$ cat config.mk
export PLATFORM = sky130hd
export DESIGN_NAME = sync_bank_filt
export DESIGN_NICKNAME = d
export VERILOG_FILES = /design/src/rtl/sync_bank_filt_pkg.sv /design/src/rtl/sync_bank_filt_bit.sv /design/src/rtl/sync_bank_filt.sv
export SDC_FILE = /design/constraint.sdc
export NUM_CORES = 1
export LEC_CHECK = 0
export BUFFER_PORTS_ARGS = -buffer_cell sky130_fd_sc_hd__buf_2
export CAP_MARGIN = 25
export CORE_ASPECT_RATIO = 1.25
export CORE_MARGIN = 3
export CORE_UTILIZATION = 40
export DETAILED_ROUTE_END_ITERATION = 10
export GPL_TIMING_DRIVEN = 0
export MAX_ROUTING_LAYER = met4
export PLACE_DENSITY = 0.66
export SYNTH_ARGS = -nofsm -noshare
export SYNTH_HDL_FRONTEND = slang
export SYNTH_SLANG_ARGS = --single-unit
$ cat constraint.sdc
create_clock -name rclk -period 1.5 [get_ports rclk]
set_clock_uncertainty 0.05 [all_clocks]
set_input_delay 0.15 -clock rclk [delete_from_list [all_inputs] [get_ports rclk]]
set_output_delay 0.15 -clock rclk [all_outputs]
set_load 0.1 [all_outputs]
$ cat src/rtl/sync_bank_filt_pkg.sv
// Shared helpers for the multi-channel synchronizer bank: width arithmetic
// used to size the per-bit stability counters.
package sync_bank_filt_pkg;

    // Smallest r such that 2**r >= value (0 for value <= 1).
    function automatic int clog2(input int value);
        int result;
        result = 0;
        while ((64'd1 << result) < 64'(value)) begin
            result = result + 1;
        end
        return result;
    endfunction

    // Counter width for a filter depth; never narrower than one bit.
    function automatic int cnt_width(input int filt);
        int w;
        w = clog2(filt);
        return (w < 1) ? 1 : w;
    endfunction

endpackage

$ cat src/rtl/sync_bank_filt_bit.sv
// One channel of the synchronizer bank: STAGES-deep capture chain plus an
// optional stability filter, each with its own scan segment.
module sync_bank_filt_bit
    import sync_bank_filt_pkg::*;
#(
    parameter int   STAGES  = 2,
    parameter int   FILT    = 0,
    parameter logic RST_BIT = 1'b0
) (
    input  logic rclk,
    input  logic rst_l,
    input  logic se,
    input  logic si,
    input  logic async_in,
    input  logic filt_si,
    output logic so,
    output logic filt_so,
    output logic sync_out
);

    logic [STAGES-1:0] st_q;
    logic [STAGES-1:0] st_d;
    logic              raw_s;

    assign raw_s = st_q[STAGES-1];
    assign so    = raw_s;

    // Chain next state: st[0] is the only flop that ever sees async_in.
    always_comb begin
        st_d = st_q;
        if (se) begin
            st_d = {st_q[STAGES-2:0], si};
        end else begin
            st_d = {st_q[STAGES-2:0], async_in};
        end
    end

    // Chain registers.
    always_ff @(posedge rclk) begin
        if (!rst_l) begin
            st_q <= {STAGES{RST_BIT}};
        end else begin
            st_q <= st_d;
        end
    end

    generate
        if (FILT > 0) begin : g_filt
            localparam int            CW       = cnt_width(FILT);
            localparam logic [CW-1:0] CNT_LAST = CW'(FILT - 1);

            logic [CW-1:0] cnt_q;
            logic [CW-1:0] cnt_d;
            logic          out_q;
            logic          out_d;

            // Any cycle where raw agrees with the accepted value restarts the count.
            always_comb begin
                cnt_d = cnt_q;
                out_d = out_q;
                if (se) begin
                    out_d = filt_si;
                end else if (raw_s == out_q) begin
                    cnt_d = {CW{1'b0}};
                end else if (cnt_q == CNT_LAST) begin
                    out_d = raw_s;
                    cnt_d = {CW{1'b0}};
                end else begin
                    cnt_d = cnt_q + CW'(1'b1);
                end
            end

            // Filter registers; the counter is outside the scan chain and holds under se.
            always_ff @(posedge rclk) begin
                if (!rst_l) begin
                    cnt_q <= {CW{1'b0}};
                    out_q <= RST_BIT;
                end else begin
                    cnt_q <= cnt_d;
                    out_q <= out_d;
                end
            end

            assign sync_out = out_q;
            assign filt_so  = out_q;
        end else begin : g_bypass
            assign sync_out = raw_s;
            assign filt_so  = filt_si;
        end
    endgenerate

endmodule

$ cat src/rtl/sync_bank_filt.sv
// WIDTH-channel boundary synchronizer with optional debounce, edge pulses
// and a single mux-scan chain through every state flop.
module sync_bank_filt
    import sync_bank_filt_pkg::*;
#(
    parameter int               WIDTH   = 8,
    parameter int               STAGES  = 2,
    parameter int               FILT    = 0,
    parameter logic [WIDTH-1:0] RST_VAL = {WIDTH{1'b0}}
) (
    input  logic             rclk,
    input  logic             rst_l,
    input  logic             se,
    input  logic             si,
    input  logic [WIDTH-1:0] async_in,
    output logic [WIDTH-1:0] sync_out,
    output logic [WIDTH-1:0] rise_pls,
    output logic [WIDTH-1:0] fall_pls,
    output logic             chg,
    output logic             so
);

    // Scan taps: all chain segments first, then all filter flops, then history.
    logic [WIDTH:0]   chain_s;
    logic [WIDTH:0]   filt_s;
    logic [WIDTH-1:0] prev_q;
    logic [WIDTH-1:0] prev_d;

    assign chain_s[0] = si;
    assign filt_s[0]  = chain_s[WIDTH];

    generate
        for (genvar b = 0; b < WIDTH; b++) begin : g_bit
            sync_bank_filt_bit #(
                .STAGES  (STAGES),
                .FILT    (FILT),
                .RST_BIT (RST_VAL[b])
            ) u_bit (
                .rclk     (rclk),
                .rst_l    (rst_l),
                .se       (se),
                .si       (chain_s[b]),
                .async_in (async_in[b]),
                .filt_si  (filt_s[b]),
                .so       (chain_s[b+1]),
                .filt_so  (filt_s[b+1]),
                .sync_out (sync_out[b])
            );
        end
    endgenerate

    // History next state: shift under scan, otherwise track sync_out.
    always_comb begin
        prev_d = prev_q;
        if (se) begin
            prev_d[0] = filt_s[WIDTH];
            for (int i = 1; i < WIDTH; i++) begin
                prev_d[i] = prev_q[i-1];
            end
        end else begin
            prev_d = sync_out;
        end
    end

    // History register.
    always_ff @(posedge rclk) begin
        if (!rst_l) begin
            prev_q <= RST_VAL;
        end else begin
            prev_q <= prev_d;
        end
    end

    // Edge pulses; suppressed while the chain is shifting.
    always_comb begin
        rise_pls = {WIDTH{1'b0}};
        fall_pls = {WIDTH{1'b0}};
        if (se) begin
            rise_pls = {WIDTH{1'b0}};
            fall_pls = {WIDTH{1'b0}};
        end else begin
            rise_pls = sync_out & ~prev_q;
            fall_pls = ~sync_out & prev_q;
        end
    end

    assign chg = |(rise_pls | fall_pls);
    assign so  = prev_q[WIDTH-1];

endmodule

== Yosys cells after proc, flatten, opt, wreduce, memory -nomap -nowiden ==
Cells that the tools add are included.
Widths: inputs -> output; s select.

* Flip-flop bits (word level): 24
* Bits of input ports: 12

* Reduce and logical (&&, ||, !) cells: 1
* Bitwise operators: 5
* Muxes and demuxes: 11

{| class="wikitable"
|+ Operators by type and width
! operator !! count
|-
| $mux 8 || 3
|-
| $and 8x8->8 || 2
|-
| $not 8->8 || 2
|-
| $mux 1 || 8
|-
| $or 8x8->8 || 1
|-
| $reduce_or 8->1 || 1
|}

== Depth between registers and ports, before layout ==
Gate-level depths: netlist of run 1.

* Depth in word-level cells: 5
* Mapped depth: 5
* Mapped depth without buffers: 4

== Hierarchy ==
A second synthesis of run 1 with hierarchy kept.

* Cell total of the unflattened synthesis: 112
* Area total of the unflattened synthesis: 1224.9 um^2

{| class="wikitable"
|+ Modules (own cells, without submodules)
! module !! times used !! sequential area each (um^2) !! area each (um^2) !! cells each
|-
| sync_bank_filt_bit || 8 || 40.0 || 77.6 || 7
|-
| sync_bank_filt || 1 || 160.2 || 604.3 || 56
|}

== Least setup slack after synthesis of run 1 ==
No wires, ideal clock.

* Path type: register to output
* Start: reg g_bit[3].u_bit.st_q[1]
* End: out chg
* Setup slack: -2.671 ns
* Data arrival time: 3.971 ns
* Required time: 1.300 ns
* Cell stages (with the launch flop): 5
* Cells stage by stage: dfxtp_1 nor3b_1 or4_1 nor3_1 o21ai_1

* Word-level cells in the longest chain between the ends: 5
* Elaborated cells between the ends (all ways): 7
* Those cells by class: mux: 2; bitwise: 4; reduce/logical: 1

{| class="wikitable"
|+ Ends and longest elaborated chain
! element !! RTL line !! source
|-
| from (decl) || sync_bank_filt_bit.sv:21 || <nowiki>logic [STAGES-1:0] st_q;</nowiki>
|-
| from (signal assigned) || sync_bank_filt_bit.sv:41 || <nowiki>st_q <= {STAGES{RST_BIT}};</nowiki>
|-
| from (signal assigned) || sync_bank_filt_bit.sv:43 || <nowiki>st_q <= st_d;</nowiki>
|-
| $not 8->8 || sync_bank_filt.sv:83 || <nowiki>fall_pls = ~sync_out & prev_q;</nowiki>
|-
| $and 8x8->8 || sync_bank_filt.sv:83 ||
|-
| $mux 8 || sync_bank_filt.sv:78 || <nowiki>if (se) begin</nowiki>
|-
| named net fall_pls[3] || sync_bank_filt.sv:18 || <nowiki>output logic [WIDTH-1:0] fall_pls,</nowiki>
|-
| $or 8x8->8 || sync_bank_filt.sv:87 || <nowiki>assign chg = |(rise_pls | fall_pls);</nowiki>
|-
| $reduce_or 8->1 || sync_bank_filt.sv:87 ||
|-
| to (decl) || sync_bank_filt.sv:19 || <nowiki>output logic chg,</nowiki>
|}

The timed path passes the listed nets, and every way through them passes these cells.

== Worst setup path in the final report of run 1 ==
* Start: reg prev_q[6]
* End: out chg

* Word-level cells in the longest chain between the ends: 5
* Elaborated cells between the ends (all ways): 7
* Those cells by class: mux: 2; bitwise: 4; reduce/logical: 1

{| class="wikitable"
|+ Ends and longest elaborated chain
! element !! RTL line !! source
|-
| from (decl) || sync_bank_filt.sv:26 || <nowiki>logic [WIDTH-1:0] prev_q;</nowiki>
|-
| from (signal assigned) || sync_bank_filt.sv:70 || <nowiki>prev_q <= prev_d;</nowiki>
|-
| $not 8->8 || sync_bank_filt.sv:82 || <nowiki>rise_pls = sync_out & ~prev_q;</nowiki>
|-
| $and 8x8->8 || sync_bank_filt.sv:82 ||
|-
| $mux 8 || sync_bank_filt.sv:78 ||
|-
| $or 8x8->8 * || sync_bank_filt.sv:87 ||
|-
| $reduce_or 8->1 * || sync_bank_filt.sv:87 ||
|}

Every way passes the cells marked *; elsewhere a longest branch is shown, timed or not.

==> run metrics, run 1 <==
outcome finished, violations left; failing checks negative setup slack; clk slew on worst S/H paths 0.13 ns; Mapped Cells 107; drt total wl approximately 2300 um; ANT cells 0; die span in x approximately 52 um; Slew HR 68.00%; mean post-synth cell area just under 10 um2; num ports 38; critical path cell sequence nor3b_4 > or4_4 > nor3_4 > o21ai_4 > buf_12; dpl hpwl about 1800 um; actual slew at the worst max-slew pin ~0.48 ns; hold path cells 3; final net count 165; WS Path Type flop to output port; Critical Path AT 1.81 ns; Worst Path Buf+Inv 1; Worst Path Required 1.30 ns; 1st-pass router iterations 2; 1st-iter DRT viols 7; synth top area cells dfxtp_1, mux2i_1, nor2b_1, nor3b_1, buf_4; GR Overflow Total 0; vias in the first global route 830; # clock sinks 24; Register Area 510.5 um2; chip height 63.35 um; HP Class primary input to flop; port bufs 37; Fin. Hold Viols 0; CTS HTree Levels 1; Final Setup Violations 1; die area 3286 um2; Final min period 2.006 ns; cell taking the most area after synthesis dfxtp_1; Finished Layout Cells 185; Design Power 1352 uW; TritonCTS clock tree built; Crit path max-delay family simple AND/OR/NAND/NOR gates; Total GRT Usage 16.03%; Worst setup EP type output port; pin count of the biggest net entering global routing 14; Core ar. 2477 um2; RSZ-0062 raised after global routing true; Avg WL per Cell roughly 12 um; max-slew violations 0; LEAKAGE 0.0007291 uW; Max VDD drop between 0.6 and 0.7 mV; sequential-to-total area share from yosys stat between 40% and 50%; initial antenna violation count 0; synth warn 0; TritonCTS buffer count 3; cells on worst reg2reg path 2; FP Rows 20; startpoint types flop; design area 1709 um2; #FFs+latches synth 24; Remaining DRCs 0; Hold Slack 0.02959 ns; Placement Cell Area 1455 um2; WP depth 5; post-route setup slack -0.5062 ns; fill cell count 205; DR vias/cell around 4.7; initial core utilization 42.47%; power density over the cells 790.9 nW/um2; syn nets between 100 and 150; Routed Antenna Nets 0; largest stage delay on the critical path 0.55 ns; Peak Freq 498.5 MHz; clk_lat worst skew 0.31 ns; placed cells 177; clock tree buffer depth 2; CTS Root Cell clkbuf_4; synthesized cell area 1052 um2; worst-path maximum fanout 2; crit share post-route 133.7%; Critical-path top delay cell or4_4; Synth top area share 45.66%; first-pass GRT wire length 3898 um; max-cap violations 0; total number of vias 869; Reg2Reg Setup Slack 0.66 ns; gpl congestion 0.6944; area of the multi-input gates around 660 um2; area growth from synthesis to layout 62.43%; layout cells sized above 1 between 50% and 60%; distinct cell type count after synthesis 19
worst paths after layout:
kind | start | to
setup / recovery | prev_q[6] | chg
hold / removal | async_in[1] | g_bit[1].u_bit.st_q[0]
setup reg to reg | g_bit[1].u_bit.st_q[1] | prev_q[1]
hold reg to reg | g_bit[6].u_bit.st_q[0] | g_bit[6].u_bit.st_q[1]
metal layers:
metal,part of all wire [%],global-route usage [%]
met5,0,-
met4,0.74,6.885
met3,5.4,1.418
met2,52,26.10
met1,42,19.82
tightest hold or removal path, cell delays in order:
cell and delay, ns:
buf_2 0.07, mux2i_1 0.05, nor2b_1 0.09
power by group:
part / switching [uW] / internal (uW) / total [uW]
combinational: 220 / 122 / 341
sequential: 21.0 / 655 / 676
clock: 186 / 148 / 334
cell usage in the layout (no fill, tap or decap), drive strengths merged, types with 2 or more instances in the layout:
cell type and instances:
nor2b 13, nor3b 10, or4 2, mux2i 13, and2 8, clkbuf 11
a21boi 3, nand2 3, nand2b 6, buf 47, nor2 7, dfxtp 24
final cells by class:
| class | instances | area share, % |
|---|---|---|
| Clock buffer | 4 | 2.123 |
| Tap cell | 33 | 2.416 |
| Sequential cell | 24 | 29.87 |
| Buffer | 13 | 5.564 |
| Timing Repair Buffer | 41 | 21.23 |
| Multi-Input combinational cell | 70 | 38.80 |
logic make-up (layout without fill, tap and decap cells):
logic type	Yosys count	after routing	synth area share, %
buffers and inverters	13	58	8.443
AO/OA/AOI/OAI	4	4	2.615
multiplexers	13	13	12.37
flip-flops	24	24	45.66
XOR/XNOR	2	2	1.665
AND/OR/NAND/NOR	51	51	29.25
registers in the layout, summed over array words and instances (netlist names):
name and cells:
prev_q 8, g_bit.u_bit.st_q 16
timing repair:
item                                   in CTS  in global routing
setup endpoints to repair                  21                 15
setup buffers                               2                  2
gates resized for setup                    32                 28
pin swaps                                   1                  4
hold buffers                                0                  0
endpoints found under the hold margin       0                  0
cells in the mapped netlist:
library cell / n
nor2b_1: 13
nand2b_1: 6
o21ai_1: 1
nor2_1: 7
buf_2: 2
nand4_1: 1
nand2_1: 3
buf_4: 8
buf_6: 1
or4_1: 2
a21boi_0: 3
clkbuf_1: 2
nor3_1: 1
xnor2_1: 1
mux2i_1: 13
and2_1: 8
xor2_1: 1
nor3b_1: 10
dfxtp_1: 24
per-stage QoR:
step	setup WS [ns]	utilization, %	TNS (ns)
after floorplan	-0.5218	-	-0.6741
after global placement	-0.4594	58.74	-0.4785
after detailed placement	-0.4882	58.74	-0.5521
after CTS	-0.5276	64.44	-0.6101
after global routing	-0.5852	68.99	-0.7029
final	-0.5062	68.99	-0.5062
No activity file was read; power rests on OpenSTA's default activity.
==> run 2: changes to the inputs <==
--- a/config.mk
+++ b/config.mk
@@ -9,11 +9,11 @@
 export CAP_MARGIN = 25
 export CORE_ASPECT_RATIO = 1.25
 export CORE_MARGIN = 3
-export CORE_UTILIZATION = 40
+export CORE_UTILIZATION = 24
 export DETAILED_ROUTE_END_ITERATION = 10
 export GPL_TIMING_DRIVEN = 0
 export MAX_ROUTING_LAYER = met4
-export PLACE_DENSITY = 0.66
+export PLACE_DENSITY = 0.44
 export SYNTH_ARGS = -nofsm -noshare
 export SYNTH_HDL_FRONTEND = slang
 export SYNTH_SLANG_ARGS = --single-unit
==> run 2 against run 1 <==
Net effect: the run still ends with negative setup slack left; wire length increased by 13%; setup slack improved by 0.045 ns; first-iteration DRC count increased by 110%; largest power group unchanged; utilization decreased by 30 points; sequential cell count unchanged; maximum frequency increased by 2.3%; critical endpoint unchanged.
==> run metrics, run 2 (synthesized netlist as in run 1, its figures left out) <==
outcome finished, violations left; failing checks negative setup slack; pin count of the biggest net entering global routing 14; TritonCTS clock tree built; Final Setup Violations 1; TritonCTS buffer count 3; die area 5220 um2; startpoint types flop; Worst Path Required 1.30 ns; HP Class primary input to flop; Register Area roughly 500 um2; CTS Hold Buffers Added 0; chip height approximately 80 um; Largest regs g_bit.u_bit.st_q x16, prev_q x8; first-pass GRT wire length 4209 um; Routed Antenna Nets 0; die span in x between 60 and 70 um; ANT cells 0; Slew HR 67.78%; Core ar. 4164 um2; Final min period 1.961 ns; max-slew violations 0; DR vias/cell 4.083; clk_lat worst skew roughly 0.26 ns; Worst setup EP type output port; 1st-iter DRT viols 15; Worst Path Buf+Inv 1; crit share post-route 130.7%; total number of vias 841; Avg WL per Cell 12.66 um; clk slew on worst S/H paths 0.09 ns; CTS HTree Levels 1; Crit path max-delay family simple AND/OR/NAND/NOR gates; max-cap violations 0; Critical-path top delay cell or4_4; port bufs 37; area growth from synthesis to layout 56.24%; Critical Path AT around 1.8 ns; initial antenna violation count 0; Max VDD drop between 0.5 and 0.6 mV; LEAKAGE 0.0007061 uW; # clock sinks 24; num ports 38; vias in the first global route 817; Placement Setup Slack -0.5304 ns; CTS Root Cell clkbuf_8; Peak Freq roughly 510 MHz; final net count 163; Total GRT Usage 11.10%; initial core utilization approximately a quarter; area of the multi-input gates 650.6 um2; Fin. Hold Viols 0; FP Rows 26; setup TNS -0.4610 ns; fill cell count 462; max FFs per register 16; commonest cells after routing, fill and taps aside buf_2, buf_4, mux2i_1, nor2b_1, dfxtp_1; drt total wl approximately 2600 um; dpl hpwl approximately 2000 um; post-route setup slack -0.4610 ns; RSZ-0062 raised after global routing true; Remaining DRCs 0; largest reg by FF count g_bit.u_bit.st_q; worst-path maximum fanout 3; largest stage delay on the critical path 0.53 ns; clock tree buffer depth 2; WS Path Type flop to output port; critical path cell sequence nor3b_4 > or4_4 > nor3_4 > o21ai_4 > buf_12; power density over the cells 846.6 nW/um2; fin util 39.48%; actual slew at the worst max-slew pin 0.4867 ns; GR Overflow Total 0; gpl congestion 0.6927; layout cells sized above 1 between 50% and 60%; 1st-pass router iterations 3; Reg2Reg Setup Slack 0.66 ns
-- run 2: cell types whose count changed in the layout (fill, tap and decap cells not counted), moves of 2 or more --
cell | previous run | this run
clkbuf_4 | 8 | 3
buf_12 | 5 | 1
buf_2 | 16 | 20
buf_4 | 17 | 20
buf_6 | 8 | 5
clkbuf_8 | 1 | 3
-- run 2: what timing repair did --
action / CTS / global route
setup endpoints to repair: 20 / 10
pin swaps: 1 / 1
setup buffers: 2 / 0
gates resized for setup: 24 / 12
-- run 2: worst register-to-register path, stage by stage, from the launching register on --
cell     delay, ns
dfxtp_4       0.35
buf_4         0.15
mux2i_1       0.13
nor2b_1       0.06
-- run 2: path summary, 6_finish.rpt --
kind,start,end,cells past startpoint
max,prev_q[5],chg,5
min,async_in[6],g_bit[6].u_bit.st_q[0],3
max reg2reg,g_bit[4].u_bit.st_q[1],g_bit[5].u_bit.st_q[0],3
min reg2reg,g_bit[0].u_bit.st_q[0],g_bit[0].u_bit.st_q[1],1
-- run 2: metal layers --
metal | routed length, um | up-vias | track usage (%)
met3 | 107 | 2 | 1.972
met2 | 1426 | 17 | 18.74
li1 | - | 429 | -
met4 | 27 | 0 | 5.602
met1 | 1046 | 393 | 12.46
met5 | 0 | - | -
-- run 2: cell type report --
type | count | area share [%]
buffer | 13 | 5.784
clock inverter | 1 | 0.2283
clock buffer | 3 | 2.511
timing repair buffer | 39 | 16.82
tap | 56 | 4.262
sequential | 24 | 30.82
multi-input combinational | 70 | 39.57
-- run 2: report_power, final --
| part | internal (uW) | leakage [uW] | switching, uW |
|---|---|---|---|
| combinational | 112 | 0.000480 | 221 |
| sequential | 656 | 0.000203 | 19.0 |
| clock | 183 | 0.0000231 | 202 |
-- run 2: stage by stage --
step / cell area [um2] / hold slack, ns / cells / power [uW]
finish: 1644 / 0.08544 / 206 / 1392
detailed placement: 1484 / 0.3611 / 200 / 997.3
global route: 1644 / 0.08296 / 206 / 1464
global placement: 1484 / 0.3547 / 200 / 995.0
floorplan: 1229 / 0.2280 / 107 / 935.8
CTS: 1612 / 0.07955 / 206 / 1416
==> run 3: changes to the inputs <==
--- a/config.mk
+++ b/config.mk
@@ -8,12 +8,13 @@
 export BUFFER_PORTS_ARGS = -buffer_cell sky130_fd_sc_hd__buf_2
 export CAP_MARGIN = 25
 export CORE_ASPECT_RATIO = 1.25
-export CORE_MARGIN = 3
-export CORE_UTILIZATION = 24
+export CORE_MARGIN = 1.5
+export CORE_UTILIZATION = 28
 export DETAILED_ROUTE_END_ITERATION = 10
 export GPL_TIMING_DRIVEN = 0
 export MAX_ROUTING_LAYER = met4
-export PLACE_DENSITY = 0.44
+export PLACE_DENSITY = 0.49
+export SKIP_CTS_REPAIR_TIMING = 1
 export SYNTH_ARGS = -nofsm -noshare
 export SYNTH_HDL_FRONTEND = slang
 export SYNTH_SLANG_ARGS = --single-unit
==> run 3 against run 2 <==
Net effect: sequential power barely moved; utilization up 5.8 points; hold slack got worse by 0.0023 ns; wire length fell by 11%; the flow finishes with violations (design-rule violations, negative setup slack); setup slack worse by 0.011 ns; first-iteration DRC count up 27%; via count up 0.71%; critical path type unchanged; die area is 21% lower.
==> run metrics, run 3 (synthesized netlist as in run 1, its figures left out) <==
outcome finished, violations left; failing checks design-rule violations, negative setup slack; Reg2Reg Setup Slack 0.66 ns; GR Overflow Total 0; placed cells 183; power density over the cells 931.2 nW/um2; dpl hpwl 1776 um; startpoint types flop; Total GRT Usage about an eighth; max-slew violations 0; commonest cells after routing, fill and taps aside buf_2, mux2i_1, nor2b_1, dfxtp_1, buf_4; met2 usage 20.45%; clk slew on worst S/H paths 0.08 ns; HP Class primary input to flop; num ports 38; worst-path maximum fanout 3; clock tree buffer depth 2; post-route setup slack -0.4721 ns; area of the multi-input gates 646.9 um2; setup TNS -0.4721 ns; largest reg by FF count g_bit.u_bit.st_q; WS Path Type flop to output port; Core ar. 3543 um2; Max VDD drop 0.4170 mV; Remaining DRCs 4; Worst setup EP type output port; LEAKAGE 0.0006998 uW; Fin. Hold Viols 0; Finished Layout Cells 187; Critical Path AT 1.77 ns; FP Rows 24; hold path cells 3; crit share post-route 131.5%; drt total wl 2332 um; TritonCTS clock tree built; RSZ-0062 raised after global routing true; commonest non-fill, non-tap cell in the layout buf_2; 1st-iter DRT viols 19; initial antenna violation count 0; first-pass GRT wire length 3739 um; area growth from synthesis to layout 52.44%; Register Area between 500 and 600 um2; GRT met3 Usage between 2 and 2.5%; total number of vias 847; 1st-pass router iterations 9; RR Endpoint prev_q[1]; fill cell count 360; layout cells sized above 1 a little under three fifths; Routed Antenna Nets 0; chip height 71.54 um; die area 4137 um2; Avg WL per Cell between 10 and 15 um; M1 GR Usage 14.75%; # clock sinks 24; die span in x ~58 um; Slew HR 67.47%; TritonCTS buffer count 3; final net count 161; initial core utilization 29.70%; Largest regs g_bit.u_bit.st_q x16, prev_q x8; Final min period 1.972 ns; max FFs per register 16; ANT cells 0; vias in the first global route 781; max-cap violations 0; gpl congestion 0.7933; grt peak-use layer met2; Worst Path Required roughly 1.3 ns; r2r startpoint g_bit[1].u_bit.st_q[1]; Final Setup Violations 1; CTS HTree Levels 1; DR vias/cell 4.529; port bufs 37; cells on worst reg2reg path 2; critical path launch point prev_q[3]; CTS Root Cell clkbuf_8; Worst Setup EP chg; clk_lat worst skew 0.26 ns; pin count of the biggest net entering global routing 15; Peak Freq between 500 and 600 MHz; actual slew at the worst max-slew pin 0.4914 ns
## run 3: changes by cell type in the layout (fill, tap and decap cells not counted), moves of 2 or more
cell	before	now
buf_2	20	22
buf_4	20	12
clkbuf_4	3	10
dfxtp_1	11	13
buf_6	5	2
## run 3: critical path, stage by stage, from the launching register on
cell and delay [ns]:
dfxtp_2 0.35, nor3b_4 0.15, or4_4 0.55, nor3_4 0.21, o21ai_4 0.09, buf_12 0.17
## run 3: area by class of cell
class / count / area share [%]
clock buffer: 4 / 4.134
buffer: 13 / 5.928
tap: 39 / 3.042
timing repair buffer: 37 / 15.29
sequential: 24 / 31.28
multi-input combinational: 70 / 40.33
## run 3: metrics by stage
stage,power (uW),cell area (um2),hold WS (ns),setup slack [ns],util (%)
3_5_place_dp,994.1,1463,0.3608,-0.4855,41.28
2_1_floorplan,935.8,1229,0.2280,-0.5218,-
6_report,1494,1604,0.08310,-0.4721,45.27
5_1_grt,1565,1604,0.08008,-0.5342,45.27
3_3_place_gp,991.8,1463,0.3488,-0.4736,41.28
4_1_cts,1488,1529,0.08178,-0.6871,43.15
## run 3: power breakdown
group	total (uW)	internal [uW]	leakage, uW	switching [uW]
Clock	492	290	0.0000339	202
Sequential	678	657	0.000202	21.2
Combinational	324	107	0.000464	217
## run 3: worst min path at each step
stage,slack (ns),startpoint,to
finish,0.08,async_in[6],g_bit[6].u_bit.st_q[0]
detailed placement,0.36,async_in[6],g_bit[6].u_bit.st_q[0]
global placement,0.35,async_in[3],g_bit[3].u_bit.st_q[0]
CTS,0.08,async_in[3],g_bit[3].u_bit.st_q[0]
global route,0.08,async_in[1],g_bit[1].u_bit.st_q[0]
floorplan,0.23,rst_l,prev_q[5]
## run 3: per-layer routing
layer	part of all wire (%)	wire, um
met1	43	1014
met4	1.4	33
met3	5.1	119
met5	0	0
met2	50	1164
